### config.mk
export PLATFORM = sky130hd
export DESIGN_NAME = regwr_arbiter
export DESIGN_NICKNAME = d
export VERILOG_FILES = /design/src/rtl/regwr_arbiter.sv
export SDC_FILE = /design/constraint.sdc
export NUM_CORES = 1
export LEC_CHECK = 0
export ABC_CLOCK_PERIOD_IN_PS = 3200
export BUFFER_PORTS_ARGS = -buffer_cell sky130_fd_sc_hd__buf_4
export CAP_MARGIN = 20
export CORE_ASPECT_RATIO = 0.7
export CORE_MARGIN = 3
export CORE_UTILIZATION = 25
export CTS_CLUSTER_SIZE = 40
export DETAILED_ROUTE_END_ITERATION = 16
export PLACE_DENSITY_LB_ADDON = 0.3
export SLEW_MARGIN = 20
export SYNTH_ARGS = -nofsm -noshare
export SYNTH_HDL_FRONTEND = slang
export SYNTH_SLANG_ARGS = --single-unit
### constraint.sdc
create_clock -name clk -period 3.2 [get_ports clk]
set_input_delay 0.96 -clock clk [delete_from_list [all_inputs] [get_ports clk]]
set_output_delay 0.96 -clock clk [all_outputs]
set_load 0.005 [all_outputs]
### src/rtl/regwr_arbiter.sv
// Round-robin arbiter for the register-file write port, with registered write
// stage and 5-to-32 enable decoder. Optional XZR write drop: REGWR_ARB_XZR_DROP_EN.

module decoder5x32 (
   input  logic [4:0]  in_addr,
   input  logic        en,
   output logic [31:0] onehot
);

   // One-hot decode of the write address, gated by the strobe
   always_comb begin
      onehot = 32'h0000_0000;
      if (en) begin
         onehot[in_addr] = 1'b1;
      end else begin
         onehot = 32'h0000_0000;
      end
   end

endmodule

module regwr_arbiter #(
   parameter int NREQ = 4,
   parameter int DW   = 64
) (
   input  logic              clk,
   input  logic              reset_n,
   input  logic [NREQ-1:0]   req,
   input  logic [NREQ*5-1:0] req_addr,
   input  logic [NREQ*DW-1:0] req_data,
   input  logic              stall,
   output logic [NREQ-1:0]   gnt,
   output logic              wr_en,
   output logic [4:0]        wr_addr,
   output logic [DW-1:0]     wr_data,
   output logic [31:0]       wr_onehot
);

   localparam int         PW       = (NREQ > 1) ? $clog2(NREQ) : 1;
   localparam logic [4:0] XZR_ADDR = 5'd31;

   logic [PW-1:0]   ptr_q, ptr_d;
   logic            wr_en_q, wr_en_d;
   logic [4:0]      wr_addr_q, wr_addr_d;
   logic [DW-1:0]   wr_data_q, wr_data_d;

   logic [NREQ-1:0] gnt_s;
   logic [PW-1:0]   gnt_idx_s;
   logic            xfer_s;
   logic [4:0]      sel_addr_s;
   logic [DW-1:0]   sel_data_s;

   // Index base+off wrapped into 0..NREQ-1 (off never exceeds NREQ)
   function automatic logic [PW-1:0] wrap_idx(input logic [PW-1:0] base, input int off);
      int sum;
      sum = int'(base) + off;
      if (sum >= NREQ) begin
         sum = sum - NREQ;
      end else begin
         sum = sum;
      end
      return PW'(sum);
   endfunction

   // Grant the first requester at or above ptr, wrapping; nothing while stalled or in reset
   always_comb begin
      gnt_s     = '0;
      gnt_idx_s = '0;
      xfer_s    = 1'b0;
      if (reset_n && !stall) begin
         for (int k = 0; k < NREQ; k++) begin
            if (!xfer_s && req[wrap_idx(ptr_q, k)]) begin
               xfer_s                       = 1'b1;
               gnt_idx_s                    = wrap_idx(ptr_q, k);
               gnt_s[wrap_idx(ptr_q, k)]    = 1'b1;
            end else begin
               xfer_s = xfer_s;
            end
         end
      end else begin
         gnt_s     = '0;
         gnt_idx_s = '0;
         xfer_s    = 1'b0;
      end
   end

   // Next-state for pointer and output stage
   always_comb begin
      sel_addr_s = req_addr[int'(gnt_idx_s)*5 +: 5];
      sel_data_s = req_data[int'(gnt_idx_s)*DW +: DW];
      ptr_d      = ptr_q;
      wr_en_d    = 1'b0;
      wr_addr_d  = wr_addr_q;
      wr_data_d  = wr_data_q;
      if (xfer_s) begin
         ptr_d     = wrap_idx(gnt_idx_s, 1);
`ifdef REGWR_ARB_XZR_DROP_EN
         // XZR writes consume the handshake but never strobe the array
         wr_en_d   = (sel_addr_s != XZR_ADDR);
`else
         wr_en_d   = 1'b1;
`endif
         wr_addr_d = sel_addr_s;
         wr_data_d = sel_data_s;
      end else begin
         ptr_d     = ptr_q;
         wr_en_d   = 1'b0;
      end
   end

   // State registers
   always_ff @(posedge clk or negedge reset_n) begin
      if (!reset_n) begin
         ptr_q     <= '0;
         wr_en_q   <= 1'b0;
         wr_addr_q <= 5'd0;
         wr_data_q <= '0;
      end else begin
         ptr_q     <= ptr_d;
         wr_en_q   <= wr_en_d;
         wr_addr_q <= wr_addr_d;
         wr_data_q <= wr_data_d;
      end
   end

   decoder5x32 u_dec (
      .in_addr (wr_addr_q),
      .en      (wr_en_q),
      .onehot  (wr_onehot)
   );

   assign gnt     = gnt_s;
   assign wr_en   = wr_en_q;
   assign wr_addr = wr_addr_q;
   assign wr_data = wr_data_q;

endmodule
==> impl_metrics.toml, run 1 <==
[status]
status = "complete, but fails checks"
violations = "negative setup slack"

[logic_synthesis]
avgSynthCellArea_um2 = 9.20
ys_seq_elements = 72
synth_warnings = 0
synth_top_area_share_pct = 31.1
synth_nets = 921
synth.top_cells.by_area = "dfrtp_1 (31%), mux2i_1 (12%), mux2_1 (6.4%), a221o_1 (5.7%), a21boi_0 (4.7%)"
ys_seq_area_share_pct = 31.1
synth_area_mm2 = 0.00580
synthDistinctLibCells = 42
syn_inst = 630
synth_top_cell_by_area = "dfrtp_1"

[layout]
final_common_cell = "buf_4"
fillers = 2223
seqCellArea_mm2 = 0.00180
layout.cells.non_filler = 1316
syn_to_final_growth_pct = 66.6
final_nets = 1297
multi_input_area_mm2 = 0.00377
drive_above_1_share_pct = 47.0
final_area_mm2 = 0.00966
final_cell_mix = "buf_4 (417), mux2i_1 (72), dfrtp_1 (71)"
antennaDiodeCount = 0

[placed_design]
hpwl_mm = 19.4
post_dp_cell_area_mm2 = 0.00924
placed_cells = 1298
io_buffers = 388
place_congestion = 0.808

[clocking]
clkTransAtPathRegs_ns = 0.06
numCtsBuffers = 9
clock_sink_count = 72
insertion_delay_ns = 0.34
cts_tree = "yes"
htreeDepth = 3
root_buffer = "clkbuf_16"
cts.path.max_buffers = 2
holdBufCountCts = 0

[power_and_ir_drop]
design_power_total_mw = 8.30
clock_power_share_pct = 13.5
power.share.combinational_pct = 66.5
powerDensity_mw_per_mm2 = 859
power_frac_seq_pct = 20.0
leakage_nw = 4.59
p_sw_share_pct = 42.1
p_switching_mw = 3.49
power.internal_mw = 4.80
ir_drop_uv = 438

[sta]
max_freq_ghz = 0.296
worst_pin_slew_ns = 0.634
hold_slack_ns = 0.495
finalCritPeriodShare_pct = 105
final-setup-viol-count = 4
finalHoldViolCount = 0
skew_ns = 0.00602
tns_ns = -0.671
relSlewSlack_pct = 57.7
slew_violations = 0
rsz0062_at_grt = "yes"
fin_ws_ns = -0.175
finalCriticalPeriod_ns = 3.37

[worst_setup_path]
path_class = "input pin to output port"
cp-start-kind = "input pin"
endpoint_kind = "output port"
cp_max_fo = 4
r2r_start = "ptr_q[0]$_DFFE_PN0P_"
arrival_ns = 2.41
startpoint = "req[2]"
required_ns = 2.24

[drt]
drc = 0
vias = 6599
wl_mm = 25.4
wire_per_inst_um = 19.3
first_pass_iters = 5
final_antenna_net_count = 0
post_drt_via_cell_ratio = 5.01
first_iter_violations = 277

[die]
row_count = 45
io_pins = 389
die-area_mm2 = 0.0251
die_y_um = 133
die_width_um = 188
initial_core_util_pct = 26.1
design.core.area_mm2 = 0.0222

[worst_hold_path]
hold_class = "flop to flop"
hp-start = "wr_data[62]$_DFFE_PN0P_"

[global_route]
antenna_found_initial = 0
grt_pass1_vias = 6730
groute.usage.overall_pct = 19.2
grt-ovfl-total = 0
grt_max_degree = 48
grt_pass1_wl_mm = 38.7

[flow_run]
cap_violations = 0
[Yosys cell counts (all sizes together)]
cell type	n
nor3	3
nand3b	5
o21ai	39
xnor2	3
nor4	1
ha	8
a21boi	36
o22ai	34
or3b	2
a21oi	2
nor2	45
and2	1
nand3	3
a221oi	4
nand2	40
a22oi	4
nand2b	1
buf	22
or3	1
nor2b	2
a221o	33
mux2	35
a21o	1
o21bai	1
a211oi	34
and3	36
mux2i	72
mux4	4
inv	4
o211ai	37
or2	1
dfrtp	72
clkbuf	44
[kinds of logic (layout without fill, tap and decap cells)]
family	Yosys count	in the layout	synth area share [%]
buffers and inverters	70	451	5.65
AOI/OAI and AO/OA	225	225	28.4
adders and majority gates	8	8	1.73
DFF	72	72	31.1
xor gates and xnor gates	3	3	0.453
and+or+nand+nor	141	141	11.9
muxes	111	111	20.8
[sequential cells by signal, indices dropped and copies added, names as in the netlist]
| register | cells |
|---|---|
| ptr_q | 2 |
| wr_en | 1 |
| wr_data | 64 |
| wr_addr | 5 |
[power by group through the flow]
stage	Combinational [mW]	Clock, mW	Sequential, mW
finish	5.52	1.12	1.66
global route	6.00	1.19	1.72
CTS	5.52	1.16	1.67
detailed placement	5.39	0	1.68
global placement	5.35	0	1.67
floorplan	3.28	0	1.62
[path summary, 6_finish.rpt]
check	to	slack, ns	cells past startpoint
worst max-delay path	gnt[3]	-0.17	8
worst min-delay path	wr_data[62]$_DFFE_PN0P_	0.49	2
worst max register to register	wr_data[9]$_DFFE_PN0P_	0.23	11
worst min register to register	wr_data[62]$_DFFE_PN0P_	0.49	2
max in group asynchronous	wr_data[19]$_DFFE_PN0P_	1.51	3
min in group asynchronous	wr_data[39]$_DFFE_PN0P_	0.71	2
[worst max-delay path, stage by stage]
cell and delay (ns):
buf_8 0.10, mux4_2 0.55, buf_6 0.17, a22oi_2 0.16, nor2_1 0.07, a221oi_2 0.19, nor2_1 0.06, buf_4 0.15
[per-stage QoR]
stage	worst slack (ns)	util, %
3_5_place_dp	-0.279	41.5
5_1_grt	-0.232	43.4
2_1_floorplan	0.0397	-
3_3_place_gp	-0.263	41.5
6_report	-0.175	43.4
4_1_cts	-0.153	43.3
[layer usage]
layer / part of all wire [%] / track usage, %
met1: 46 / 26.0
met2: 46 / 31.1
met3: 6.7 / 4.92
met4: 1.3 / 3.87
met5: 0 / 0
[layout make-up]
cell class / count / area share (%)
tap: 305 / 3.95
clock buffer: 10 / 2.37
timing repair buffer: 431 / 34.9
clock inverter: 6 / 0.959
sequential: 72 / 18.7
inverter: 4 / 0.155
multi-input combinational: 488 / 39.0
[what timing repair did]
action                                  4_1_cts  5_1_grt
gates resized for setup                      17        2
endpoints found under the setup margin        4        5
pin swaps                                     8        3
buffers inserted                              0        2
hold endpoints to repair                      0        0
Note: power is estimated with default switching activity, not from simulation.
==> inputs of run 2 (changes only) <==
--- a/config.mk
+++ b/config.mk
@@ -11,6 +11,7 @@
 export CORE_ASPECT_RATIO = 0.7
 export CORE_MARGIN = 3
 export CORE_UTILIZATION = 25
+export CTS_BUF_LIST = sky130_fd_sc_hd__clkbuf_8
 export CTS_CLUSTER_SIZE = 40
 export DETAILED_ROUTE_END_ITERATION = 16
 export PLACE_DENSITY_LB_ADDON = 0.3
==> run 2 against run 1 <==
The flow still finishes with violations (negative setup slack). Fmax barely moved. Clock skew increased by 0.0034 ns. Final cell count stayed put. Worst setup slack worse by 0.0020 ns. Sequential share of layout area increased by 0.18 points. Critical path type unchanged. Critical endpoint is now gnt[1].
==> impl_metrics.toml, run 2 (synthesis gave the netlist of run 1 again) <==
[global_route]
grt_pass1_vias = 6729
groute.usage.overall_pct = 19.3
grt_pass1_wl_mm = 38.8
grt-ovfl-total = 0
antenna_found_initial = 0
grt_max_degree = 48

[clocking]
insertion_delay_ns = 0.36
root_buffer = "clkbuf_8"
numCtsBuffers = 9
clock_sink_count = 72
cts_tree = "yes"
clkTransAtPathRegs_ns = 0.08
cts.path.max_buffers = 2
holdBufCountCts = 0
htreeDepth = 3

[worst_setup_path]
crit_buf_inv = 3
reg2reg_to = "wr_addr[3]$_DFFE_PN0P_"
reg2reg_slack_ns = 0.20
cpPeakStageDelay_ns = 0.55
path_common_cell = "nor2_1"
crit_family = "multiplexers"
required_ns = 2.24
rr_worst_depth = 11
cp_max_fo = 4
r2r_start = "ptr_q[0]$_DFFE_PN0P_"
path_class = "input pin to output port"
slowest_stage = "mux4_2"
arrival_ns = 2.42
cp-start-kind = "input pin"
endpoint_kind = "output port"
path_cells = "buf_8 -> mux4_2 -> buf_6 -> a22oi_2 -> nor2_1 -> a221oi_2 -> nor2_1 -> buf_4"

[drt]
wl_mm = 25.5
wire_per_inst_um = 19.4
final_antenna_net_count = 0
first_pass_iters = 5
vias = 6631
post_drt_via_cell_ratio = 5.04
first_iter_violations = 250
drc = 0

[sta]
skew_ns = 0.00941
final-setup-viol-count = 4
max_freq_ghz = 0.296
hold_slack_ns = 0.500
rsz0062_at_grt = "yes"
worst_pin_slew_ns = 0.633
finalHoldViolCount = 0
relSlewSlack_pct = 57.8
finalCritPeriodShare_pct = 106
slew_violations = 0
fin_ws_ns = -0.177
finalCriticalPeriod_ns = 3.38

[layout]
final_common_cell = "buf_4"
drive_above_1_share_pct = 47.0
final_nets = 1297
antennaDiodeCount = 0
layout.cells.non_filler = 1316
final_cell_mix = "buf_4 (416), mux2i_1 (72), dfrtp_1 (71)"
final_area_mm2 = 0.00957
syn_to_final_growth_pct = 65.1
largest_reg_flops = 64
fillers = 2233

[power_and_ir_drop]
powerDensity_mw_per_mm2 = 840
leakage_nw = 4.55
design_power_total_mw = 8.04
ir_drop_uv = 467

[die]
io_pins = 389
initial_core_util_pct = 26.1
die-area_mm2 = 0.0251
row_count = 45
die_y_um = 133
design.core.area_mm2 = 0.0222
die_width_um = 188

[placed_design]
place_congestion = 0.808
hpwl_mm = 19.4
placed_cells = 1298
post_dp_cell_area_mm2 = 0.00924
io_buffers = 388

[worst_hold_path]
hold_class = "flop to flop"
min_to = "wr_data[62]$_DFFE_PN0P_"
holdPathStages = 2
hp-start = "wr_data[62]$_DFFE_PN0P_"

[flow_run]
cap_violations = 0

[status]
status = "complete, but fails checks"
violations = "negative setup slack"
==> run 2: worst min-delay path: cells and delay by family (launching register included) <==
| family | cells | cell delay, ns |
|---|---|---|
| AOI/OAI and AO/OA | 1 | 0.07 |
| and+or+nand+nor | 1 | 0.05 |
| DFF | 1 | 0.35 |
==> run 2: timing repair <==
item / CTS / global route
endpoints found under the setup margin: 4 / 4
pin swaps: 8 / 3
gates resized for setup: 17 / 3
buffers inserted: 1 / 1
==> run 2: worst max path at each step <==
stage	from	endpoint	slack, ns	cells after the start
floorplan	ptr_q[0]$_DFFE_PN0P_	gnt[0]	0.04	8
global placement	req[2]	wr_addr[3]$_DFFE_PN0P_	-0.26	10
detailed placement	req[2]	wr_addr[3]$_DFFE_PN0P_	-0.28	10
CTS	req[2]	gnt[1]	-0.15	8
global route	req[2]	gnt[3]	-0.23	8
finish	req[2]	gnt[1]	-0.18	8
==> run 2: stage by stage <==
stage	setup slack, ns	utilization (%)	TNS, ns
2_1_floorplan	0.0397	-	0
3_3_place_gp	-0.263	41.5	-3.83
3_5_place_dp	-0.279	41.5	-7.33
4_1_cts	-0.153	42.9	-0.594
5_1_grt	-0.232	43.0	-0.892
6_report	-0.177	43.0	-0.653
==> run 2: layout make-up <==
type | instances | area (µm²) | area share, %
Inverter | 4 | 15.0 | 0.157
Sequential cell | 72 | 1800 | 18.8
Clock inverter | 7 | 96.3 | 1.01
Timing Repair Buffer | 431 | 3370 | 35.3
Tap cell | 305 | 382 | 3.99
Multi-Input combinational cell | 488 | 3770 | 39.4
Clock buffer | 9 | 124 | 1.29
==> run 2: routing by layer <==
layer  GRT usage, %  part of all wire [%]
met1           26.0                    45
met2           31.2                    47
met3           5.55                   7.2
met4           3.37                  0.96
met5              0                     0
==> run 2: power breakdown <==
group	switching (mW)	internal [mW]
clock	0.399	0.440
sequential	0.314	1.34
combinational	2.76	2.79
